===== src/rtl/uart_rx_buffer_if.sv =====
`default_nettype none
// +----------------------------------------------------------------------+
// | uart_rx_buffer_if : receiver-side and datapath-side signals of the   |
// | UART receive buffer. Revision 1.0                                    |
// +----------------------------------------------------------------------+
interface uart_rx_buffer_if #(
  parameter int DEPTH = 8,
  parameter int AW    = $clog2(DEPTH)
);
  logic [7:0]  rx_data;
  logic        rx_valid;
  logic        rx_ready;
  logic        DataOutReady;
  logic        Stall;
  logic [7:0]  DataOut;
  logic        DataOutValid;
  logic [AW:0] count;
  logic        overrun;
  logic [7:0]  drop_count;
  logic        clr_status;

  // Driving side: UART receiver plus CPU datapath.
  modport master (
    output rx_data, rx_valid, DataOutReady, Stall, clr_status,
    input  rx_ready, DataOut, DataOutValid, count, overrun, drop_count
  );

  modport slave (
    input  rx_data, rx_valid, DataOutReady, Stall, clr_status,
    output rx_ready, DataOut, DataOutValid, count, overrun, drop_count
  );
endinterface
`default_nettype wire


===== src/rtl/uart_rx_buffer.sv =====
`default_nettype none
// +----------------------------------------------------------------------+
// | uart_rx_buffer : first-word-fall-through receive byte FIFO with      |
// | sticky overrun flag and saturating drop counter. Revision 1.0        |
// +----------------------------------------------------------------------+
module uart_rx_buffer #(
  parameter int DEPTH = 8,
  parameter int AW    = $clog2(DEPTH)
) (
  input  logic            CLK,
  input  logic            reset,
  uart_rx_buffer_if.slave bus
);

  localparam logic [AW:0] CNT_FULL = (AW+1)'(DEPTH);

  logic [7:0]    mem_q [DEPTH];
  logic [AW-1:0] wp_q, wp_d;
  logic [AW-1:0] rp_q, rp_d;
  logic [AW:0]   count_q, count_d;
  logic          overrun_q, overrun_d;
  logic [7:0]    drop_q, drop_d;

  logic full, empty, push, pop, drop;

  assign full  = (count_q == CNT_FULL);
  assign empty = (count_q == '0);
  // Space freed by a same-cycle pop is deliberately not offered to a push.
  assign push  = bus.rx_valid & ~full & reset;
  assign pop   = bus.DataOutReady & ~empty & ~bus.Stall;
  assign drop  = bus.rx_valid & full;

  always_comb begin
    wp_d      = wp_q;
    rp_d      = rp_q;
    count_d   = count_q;
    overrun_d = overrun_q;
    drop_d    = drop_q;

    if (push) wp_d = wp_q + AW'(1);
    if (pop)  rp_d = rp_q + AW'(1);

    if (push && !pop)      count_d = count_q + (AW+1)'(1);
    else if (pop && !push) count_d = count_q - (AW+1)'(1);

    if (bus.clr_status) begin
      overrun_d = 1'b0;
      drop_d    = 8'h00;
    end else if (drop) begin
      overrun_d = 1'b1;
      if (drop_q != 8'hFF) drop_d = drop_q + 8'h01;
    end
  end

  always_ff @(posedge CLK) begin
    if (!reset) begin
      wp_q      <= '0;
      rp_q      <= '0;
      count_q   <= '0;
      overrun_q <= 1'b0;
      drop_q    <= 8'h00;
    end else begin
      wp_q      <= wp_d;
      rp_q      <= rp_d;
      count_q   <= count_d;
      overrun_q <= overrun_d;
      drop_q    <= drop_d;
    end
  end

  always_ff @(posedge CLK) begin
    if (push) mem_q[wp_q] <= bus.rx_data;
  end

  assign bus.rx_ready     = ~full & reset;
  assign bus.DataOutValid = ~empty;
  assign bus.DataOut      = empty ? 8'h00 : mem_q[rp_q];
  assign bus.count        = count_q;
  assign bus.overrun      = overrun_q;
  assign bus.drop_count   = drop_q;

endmodule
`default_nettype wire


===== src/flat_wrapper.sv =====
// flat-port wrapper written by rule: the top's interface ports become plain ports
module uart_rx_buffer_flat 
#(
  parameter int DEPTH = 8,
  parameter int AW    = $clog2(DEPTH)
)
  (CLK, reset, bus_rx_data, bus_rx_valid, bus_DataOutReady, bus_Stall, bus_clr_status, bus_rx_ready, bus_DataOut, bus_DataOutValid, bus_count, bus_overrun, bus_drop_count);
  uart_rx_buffer_if #(.DEPTH(DEPTH), .AW(AW)) bus_i ();
  input  logic CLK;
  input  logic reset;
  input wire logic [$bits(bus_i.rx_data)-1:0] bus_rx_data;
  input wire logic [$bits(bus_i.rx_valid)-1:0] bus_rx_valid;
  input wire logic [$bits(bus_i.DataOutReady)-1:0] bus_DataOutReady;
  input wire logic [$bits(bus_i.Stall)-1:0] bus_Stall;
  input wire logic [$bits(bus_i.clr_status)-1:0] bus_clr_status;
  output wire logic [$bits(bus_i.rx_ready)-1:0] bus_rx_ready;
  output wire logic [$bits(bus_i.DataOut)-1:0] bus_DataOut;
  output wire logic [$bits(bus_i.DataOutValid)-1:0] bus_DataOutValid;
  output wire logic [$bits(bus_i.count)-1:0] bus_count;
  output wire logic [$bits(bus_i.overrun)-1:0] bus_overrun;
  output wire logic [$bits(bus_i.drop_count)-1:0] bus_drop_count;
  assign bus_i.rx_data = bus_rx_data;
  assign bus_i.rx_valid = bus_rx_valid;
  assign bus_i.DataOutReady = bus_DataOutReady;
  assign bus_i.Stall = bus_Stall;
  assign bus_i.clr_status = bus_clr_status;
  assign bus_rx_ready = bus_i.rx_ready;
  assign bus_DataOut = bus_i.DataOut;
  assign bus_DataOutValid = bus_i.DataOutValid;
  assign bus_count = bus_i.count;
  assign bus_overrun = bus_i.overrun;
  assign bus_drop_count = bus_i.drop_count;
  uart_rx_buffer #(.DEPTH(DEPTH), .AW(AW)) u_core (.CLK(CLK), .reset(reset), .bus(bus_i));
endmodule

===== config.mk =====
export PLATFORM = sky130hd
export DESIGN_NAME = uart_rx_buffer_flat
export DESIGN_NICKNAME = d
export VERILOG_FILES = /design/src/rtl/uart_rx_buffer_if.sv /design/src/rtl/uart_rx_buffer.sv /design/src/flat_wrapper.sv
export SDC_FILE = /design/constraint.sdc
export NUM_CORES = 1
export LEC_CHECK = 0
export CORE_MARGIN = 1.5
export CORE_UTILIZATION = 50
export CTS_CLUSTER_DIAMETER = 100
export DETAILED_ROUTE_END_ITERATION = 10
export DONT_BUFFER_PORTS = 1
export PLACE_DENSITY = 0.68
export SLEW_MARGIN = 20
export SYNTH_ARGS = -nofsm -noshare
export SYNTH_HDL_FRONTEND = slang
export SYNTH_SLANG_ARGS = --single-unit

===== constraint.sdc =====
create_clock -name CLK -period 5.65 [get_ports CLK]
set_clock_uncertainty 0.05 [all_clocks]
set_input_delay 0.565 -clock CLK [delete_from_list [all_inputs] [get_ports CLK]]
set_output_delay 0.565 -clock CLK [all_outputs]
set_load 0.005 [all_outputs]

# Word-level counts from Yosys, hierarchy flattened
# Memory sizes are Yosys's and may differ from the RTL's. A register that Yosys moved wholly into a read port is not among the register bits.
# Cells that the tools add are included.
[word_totals]
register_bits = 19
ram_bits = 64
input_bits = 14
out_inout_bits = 23
wordCells = 38
mem_count = 1
[memory_table]
columns = ["memory", "words", "width", "read_ports", "rd_clocked_by_memory_dff", "wr", "line", "rtl"]
rows = [
  ["u_core.mem_q", 8, 8, 1, 1, 1, "uart_rx_buffer.sv:17", "logic [7:0] mem_q [DEPTH];"],
]
[classes]
add_sub_neg = 5
eq_ne = 2
mux = 7
n_bitwise = 10
reduce_logical = 8
[op_table]
columns = ["operator", "count"]
rows = [
  ["$add 8x1->8 const B", 1],
  ["$mux 4", 2],
  ["$mux 8", 1],
  ["$ne 8x8->1 const B", 1],
  ["$add 3x1->3 const B", 2],
  ["$and 1x1->1", 6],
  ["$mux 3", 2],
  ["$add 4x1->4 const B", 1],
  ["$eq 4x4->1 const B", 1],
  ["$logic_not 4->1", 1],
  ["$not 1->1", 4],
  ["$sub 4x1->4 const B", 1],
  ["$logic_and 1x1->1", 2],
  ["$logic_not 1->1", 2],
  ["$mux 1", 2],
  ["$reduce_and 2->1", 1],
  ["$reduce_bool 2->1", 1],
  ["$reduce_or 2->1", 1],
]

# Longest topological paths before layout
# Gate-level depths: netlist of the first run.
[logic_depth]
depth_word = 8
depth_mapped = 10

# Worst setup path before layout of the first run
# Ideal clock, no wire load.
[synth_timing]
kind = "register to register"
from = "register u_core.count_q[0], in the netlist u_core.bus.count[0]"
to = "register u_core.count_q[3], in the netlist u_core.bus.count[3]"
arrival_time_ns = 2.383
t_required_ns = 5.528
slack_ns = 3.145
path_stages_with_launch = 11
n_path_buf = 0
period_less_slack_ns = 2.505
cell_sequence = "dfxtp_1 nor4_4 nor3b_1 inv_1 ha_1 inv_1 ha_1 a21oi_1 a211oi_1 a31oi_1 mux2i_1"
[synth_via]
elab_chain_len = 7
elab_cells_between_ends = 17
[synth_lines]
columns = ["element", "line", "rtl"]
rows = [
  ["start: declaration", "uart_rx_buffer.sv:20", "logic [AW:0] count_q, count_d;"],
  ["start signal: assignment", "uart_rx_buffer.sv:65", "count_q <= count_d;"],
  ["$eq 4x4->1 / $logic_not 4->1 (equally long branches)", "uart_rx_buffer.sv:26, uart_rx_buffer.sv:27", ""],
  ["$not 1->1, on equally long branches", "uart_rx_buffer.sv:29, uart_rx_buffer.sv:30", ""],
  ["$and 1x1->1, on equally long branches (2 in a row)", "uart_rx_buffer.sv:29, uart_rx_buffer.sv:30", ""],
  ["$logic_not 1->1, on equally long branches", "uart_rx_buffer.sv:44, uart_rx_buffer.sv:43", ""],
  ["$logic_and 1x1->1, on equally long branches", "uart_rx_buffer.sv:44, uart_rx_buffer.sv:43", ""],
  ["$reduce_bool 2->1 (no line) / $mux 4 (equally long branches)", "n/a", ""],
]
# Parallel ways exist; a longest one is shown, timed or not. The select of a mux whose other input is x is not followed.
# A chain may end at the register's enable or synchronous reset.

# Worst setup path in the final report of the first run
# Ends and elaborated chain as after synthesis.

==> results of run 1 <==
==> how the worst min path moves through the flow <==
stage          cells after the start                            start                               to  slack [ns]
2_1_floorplan                      2  u_core.bus.overrun$_SDFFE_PP0P_  u_core.bus.overrun$_SDFFE_PP0P_        0.41
3_3_place_gp                       2  u_core.bus.overrun$_SDFFE_PP0P_  u_core.bus.overrun$_SDFFE_PP0P_        0.43
3_5_place_dp                       2  u_core.bus.overrun$_SDFFE_PP0P_  u_core.bus.overrun$_SDFFE_PP0P_        0.44
4_1_cts                            0                   bus_rx_data[6]     u_core.mem_q[5][6]$_DFFE_PP_        0.24
5_1_grt                            0                   bus_rx_data[3]     u_core.mem_q[6][3]$_DFFE_PP_        0.23
6_report                           0                   bus_rx_data[4]     u_core.mem_q[6][4]$_DFFE_PP_        0.25
==> registers in the layout (all words and copies together) (netlist names), named ones only <==
| register | cells |
|---|---|
| u_core.wp_q | 3 |
| u_core.bus.drop_count | 8 |
| u_core.rp_q | 3 |
| u_core.mem_q | 64 |
| u_core.bus.count | 4 |
| u_core.bus.overrun | 1 |
==> cell families (layout without fill, tap and decap cells) <==
| family | count (synthesis) | count (layout) | share of synthesized area, % |
|---|---|---|---|
| muxes | 29 | 29 | 13.8 |
| adders and majority gates | 7 | 7 | 2.68 |
| AOI/OAI and AO/OA | 19 | 19 | 4.06 |
| xor gates and xnor gates | 4 | 4 | 0.989 |
| and+or+nand+nor | 64 | 64 | 10.1 |
| buffers and inverters | 15 | 23 | 1.66 |
| DFF | 86 | 86 | 66.7 |
==> per-layer routing <==
layer  wire, um  global-route usage [%]  vias up  share of wire (%)
met4        111                    8.66        0                1.8
met3        243                    4.27        9                3.9
met5          0                       0        -                  0
li1           -                       -      861                  -
met2       3140                    28.5       42                 51
met1       2700                    23.1      933                 44
==> critical path, cell delays in order, from the launching register on <==
cell and delay [ns]:
dfxtp_1 0.43, nor4_4 0.75, nor3b_1 0.25, inv_1 0.11, ha_1 0.17, inv_1 0.09, ha_1 0.33, a21oi_1 0.20
a211oi_1 0.10, a31oi_1 0.20, mux2i_1 0.19
==> power breakdown <==
part	total [mW]	internal (mW)	switching, mW	leakage (nW)
Clock	0.426	0.205	0.221	0.0895
Combinational	0.286	0.142	0.144	0.397
Sequential	0.784	0.713	0.0709	0.757
==> cells in the mapped netlist (all sizes together), types with 4 or more instances <==
master	count
inv	7
mux2i	13
clkbuf	4
nand2	10
buf	4
mux4	16
and2	5
nor3	4
edfxtp	64
nand3	5
a31oi	4
dfxtp	22
ha	6
nand2b	5
nor2	21
a21oi	4
==> layout make-up <==
class	instances	area, um^2
Clock inverter	7	73.8
Inverter	7	26.3
Multi-Input combinational cell	123	1130
Tap cell	96	120
Sequential cell	86	2360
Fill cell	554	2990
Clock buffer	9	124
==> through the flow <==
stage               setup slack (ns)  util (%)
global placement                2.85      53.3
finish                          2.72      56.2
global route                    2.49      56.2
CTS                             2.66      56.2
floorplan                       3.15         -
detailed placement              2.71      53.3
==> placed cells by master (no fill, tap or decap), types with 5 or more instances in the layout <==
master    netlist  layout
edfxtp_1       64      64
nor2_1         21      21
dfxtp_1        22      21
mux4_2         16      16
mux2i_1        13      13
nand2_1        10      10
clkbuf_8        0       9
inv_1           7       7
ha_1            6       6
nand2b_1        5       5
nand3_1         5       5
and2_1          5       5
==> metrics, run 1 <==
clk slew on worst S/H paths=0.09 ns; port bufs=0; Final Hold Viols=0; max-cap violations=0; CORE AREA=6830 um^2; CP arrival=3.17 ns; H-tree depth=3; drt via density=5.63; Worst setup SP type=register; ys async rst share=0%; WP data required=5.89 ns; largest net degree at the start of global routing=17; Pwr Total=1.50 mW; Synth area leader=edfxtp_1; Setup Fix Bufs, Post-CTS=0; cts hold-fix bufs=0; DRT Wirelength=6.20 mm; Layout area overhead=8.37%; Reg2Reg Depth=10; Design Area, Final=3840 um^2; Core Rows=30; Peak VDD IR=0.174 mV; DR WL/cell=18.9 um; Netlist Area Pre-Place=3540 um^2; syn_nets=245; post-route ant nets=0; vias in the first global route=1809; Tcrit/Tclk final=51.9%; LEAKAGE=1.24 nW; # setup viols final=0; Clock Tree Buf Depth=2; CP endpoint=u_core.bus.count[3]$_SDFFE_PN0P_; Setup crit start=u_core.bus.count[0]$_SDFFE_PN0P_; total global-route track usage=17.9%; placed cells=312; Post-synth EDFFs=64; top cell type's share of synthesized area=54.2%; Antenna Cells=0; FF-to-FF setup slack=2.72 ns; Clk Latency, worst-skew pair=0.35 ns; Worst Setup Path Type=register to register; sequential fraction of the synthesis area=66.7%; die height=87.2 um; drt pass-1 iters=4; post-route worst hold slack=0.246 ns; DR iter-0 viols=110; Critical Path Sink Type=register; initial antenna violation count=0; io pins=37; fmax=0.341 GHz; Netlist cell types=40; count of pins over their slew limit=0; die span in x=87.2 um; synth top area cells=edfxtp_1 (54%), dfxtp_1 (12%), mux4_2 (10%); Least-Margin Pin Slew=0.967 ns; Main synth FF type=edfxtp_1; Reg2Reg Capture Point=u_core.bus.count[3]$_SDFFE_PN0P_; GR Overflow Total=0; Via Count=1845; total CTS buffers=9; Min-Delay Path Class=input pin to register; DRC=0; CTS tree=done; # clock sinks=86; flops & latches, synth=86; reg2reg start=u_core.bus.count[0]$_SDFFE_PN0P_; placed cell area=3640 um^2; first-pass GRT wire length=9.58 mm; Final Non-Filler Cells=328; DP Wirelength=3.90 mm; starting density of the core=51.9%; largest fanout on the critical path=10; final net count=248; slew margin rel.=35.3%; minimum clock period after layout=2.93 ns; RSZ-0062 raised after global routing=false; pwr/cell area=390 nW/um^2; routability cong.=0.781; Syn. warnings=0; syn avg cell area=15.8 um^2; CTS resizes=0; Mapped Cells=224; die area=7600 um^2; layout cell share with drive strength beyond 1=16.8%; Setup Total Neg Slack=0 ns; Root Buffer Master=clkbuf_8; status=finished, final reports clean
Power figures use the tool's default switching activity.
==> run 2: changes to the inputs <==
- PLACE_DENSITY: 0.68 -> 0.71
- clock period: 5.65 -> 2.65 ns (I/O delays scaled with it)
==> run 2 against run 1 <==
Against the previous run: largest cell class unchanged; sequential power up 110%; clock-buffer cell count unchanged; combinational power rose to 2.7 times the previous value; critical path type unchanged; flip-flop and latch count unchanged; non-clock buffer count up 19; clock power up 87%.
==> metrics, run 2 (synthesized netlist as in run 1, its figures left out) <==
status=finished, final reports clean; Core Rows=30 (unchanged); initial antenna violation count=0 (unchanged); FF-to-FF setup slack=0.27 ns (-2.45 ns); Critical Path Sink Type=register; Peak VDD IR=0.386 mV (+120%); min-delay src=bus_rx_valid; post-route ant nets=0 (unchanged); Clock Tree Buf Depth=2 (unchanged); CORE AREA=6830 um^2 (unchanged); Clk Latency, worst-skew pair=0.35 ns (about the same); DR iter-0 viols=200 (+82%); DR WL/cell=18.3 um (-3.4%); CTS tree=done; largest net degree at the start of global routing=17 (unchanged); die area=7600 um^2 (unchanged); DP Wirelength=4.09 mm (+5.0%); Min-Delay Path Class=input pin to register; Reg2Reg Depth=10 (unchanged); hold path endpoint=u_core.bus.overrun$_SDFFE_PP0P_; total CTS buffers=9 (unchanged); Worst setup SP type=register; port bufs=0 (unchanged); RSZ-0062 raised after global routing=false; placed cells=321 (+2.9%); slew margin rel.=35.8% (+0.48 points); Least-Margin Pin Slew=0.960 ns (-0.00717 ns); post-layout util=58.2% (+2.0 points); DRC=0 (unchanged); minimum clock period after layout=2.38 ns (-0.549 ns); Via Count=1912 (+3.6%); commonest non-fill, non-tap cells in the layout=edfxtp_1 (64), nor2_1 (21), dfxtp_1 (20); max reg flops=64 (unchanged); Antenna Cells=0 (unchanged); # clock sinks=86 (unchanged); GR Overflow Total=0 (unchanged); Layout area overhead=12.2%; reg2reg start=u_core.bus.count[0]$_SDFFE_PN0P_; clk slew on worst S/H paths=0.08 ns (about the same); Root Buffer Master=clkbuf_8; Final Non-Filler Cells=346 (+5.5%); worst setup margin=0.266 ns (-2.45 ns); vias in the first global route=1969 (+8.8%); Pwr Total=3.19 mW (+110%); Worst Setup Path Type=register to register; largest fanout on the critical path=5 (-5); CP arrival=2.61 ns (-0.56 ns); first-pass GRT wire length=10.1 mm (+5.9%); count of pins over their slew limit=0 (unchanged); routability cong.=0.796 (+1.9%); layout cell share with drive strength beyond 1=19.2% (+2.4 points); starting density of the core=51.9% (unchanged); drt via density=5.53 (-1.8%); Tcrit/Tclk final=90.0% (+38 points); die height=87.2 um (unchanged); Setup crit start=u_core.bus.count[0]$_SDFFE_PN0P_; LEAKAGE=1.32 nW (+6.3%); Setup Total Neg Slack=0 ns (unchanged); die span in x=87.2 um (unchanged); Reg2Reg Capture Point=u_core.bus.count[3]$_SDFFE_PN0P_; max-cap violations=0 (unchanged); WP data required=2.88 ns (-3.01 ns); io pins=37 (unchanged); Biggest register=u_core.mem_q; Final Hold Viols=0 (unchanged); drt pass-1 iters=4 (unchanged); H-tree depth=3 (unchanged); fmax=0.419 GHz (+23%); pwr/cell area=802 nW/um^2 (+110%); WHS Path Cells=2 (+2); most common cell after layout, fill and taps aside=edfxtp_1; # setup viols final=0 (unchanged); DRT Wirelength=6.32 mm (+1.9%); total global-route track usage=18.8% (+0.92 points); pre-CTS setup slack=0.237 ns (-2.48 ns); final net count=267 (+7.7%)
## run 2: how the worst max path moves through the flow
stage,endpoint,slack [ns],cells past startpoint
finish,u_core.bus.count[3]$_SDFFE_PN0P_,0.27,10
global route,u_core.bus.count[3]$_SDFFE_PN0P_,0.05,10
floorplan,u_core.bus.count[3]$_SDFFE_PN0P_,0.14,10
global placement,u_core.bus.count[3]$_SDFFE_PN0P_,0.32,10
CTS,u_core.bus.count[3]$_SDFFE_PN0P_,0.20,10
detailed placement,u_core.bus.count[3]$_SDFFE_PN0P_,0.24,10
## run 2: what timing repair did
item,4_1_cts,5_1_grt
hold buffers,10,0
gates resized for setup,0,3
hold endpoints to repair,73,0
setup buffers,0,0
setup endpoints to repair,0,1
## run 2: power by group
group / total, mW / leakage [nW] / internal, mW / switching [mW]
Clock: 0.798 / 0.0857 / 0.341 / 0.457
Sequential: 1.61 / 0.757 / 1.52 / 0.0833
Combinational: 0.784 / 0.478 / 0.377 / 0.407
Total: 3.19 / 1.32 / 2.24 / 0.948
## run 2: layer usage
layer  global-route usage, %  vias to the layer above  wire length, um
met5                       0                        -                0
met4                    8.08                        0              127
met3                    5.21                       11              322
met2                    29.7                       46             3020
met1                    24.5                      950             2850
li1                        -                      905                -
## run 2: cell type report
class / instances / area [um^2]
flip-flops and latches: 86 / 2360
multi-input cells: 123 / 1130
clock inverters: 6 / 47.5
inverters: 7 / 26.3
clock buffers: 9 / 124
fillers: 557 / 2860
well taps: 96 / 120
repair buffers: 19 / 168
## run 2: worst max-delay path, cell delays in order, from the launching register on
cell	delay, ns
dfxtp_1	0.38
nor4b_4	0.30
nand3b_1	0.18
inv_1	0.10
ha_1	0.21
inv_1	0.14
ha_1	0.29
a21oi_2	0.18
a211oi_1	0.09
a31oi_1	0.19
mux2i_1	0.19
## run 2: metrics by stage
step,hold slack [ns],area [um^2]
after floorplan,0.314,3540
after global placement,0.314,3700
after detailed placement,0.314,3700
after CTS,0.00263,3970
after global routing,0.0141,3980
final,0.0129,3980
==> run 3: changes to the inputs <==
- CTS_CLUSTER_SIZE: default -> 40
==> results of run 3 <==
Final layout, timing and power as in run 2 (identical DEF).
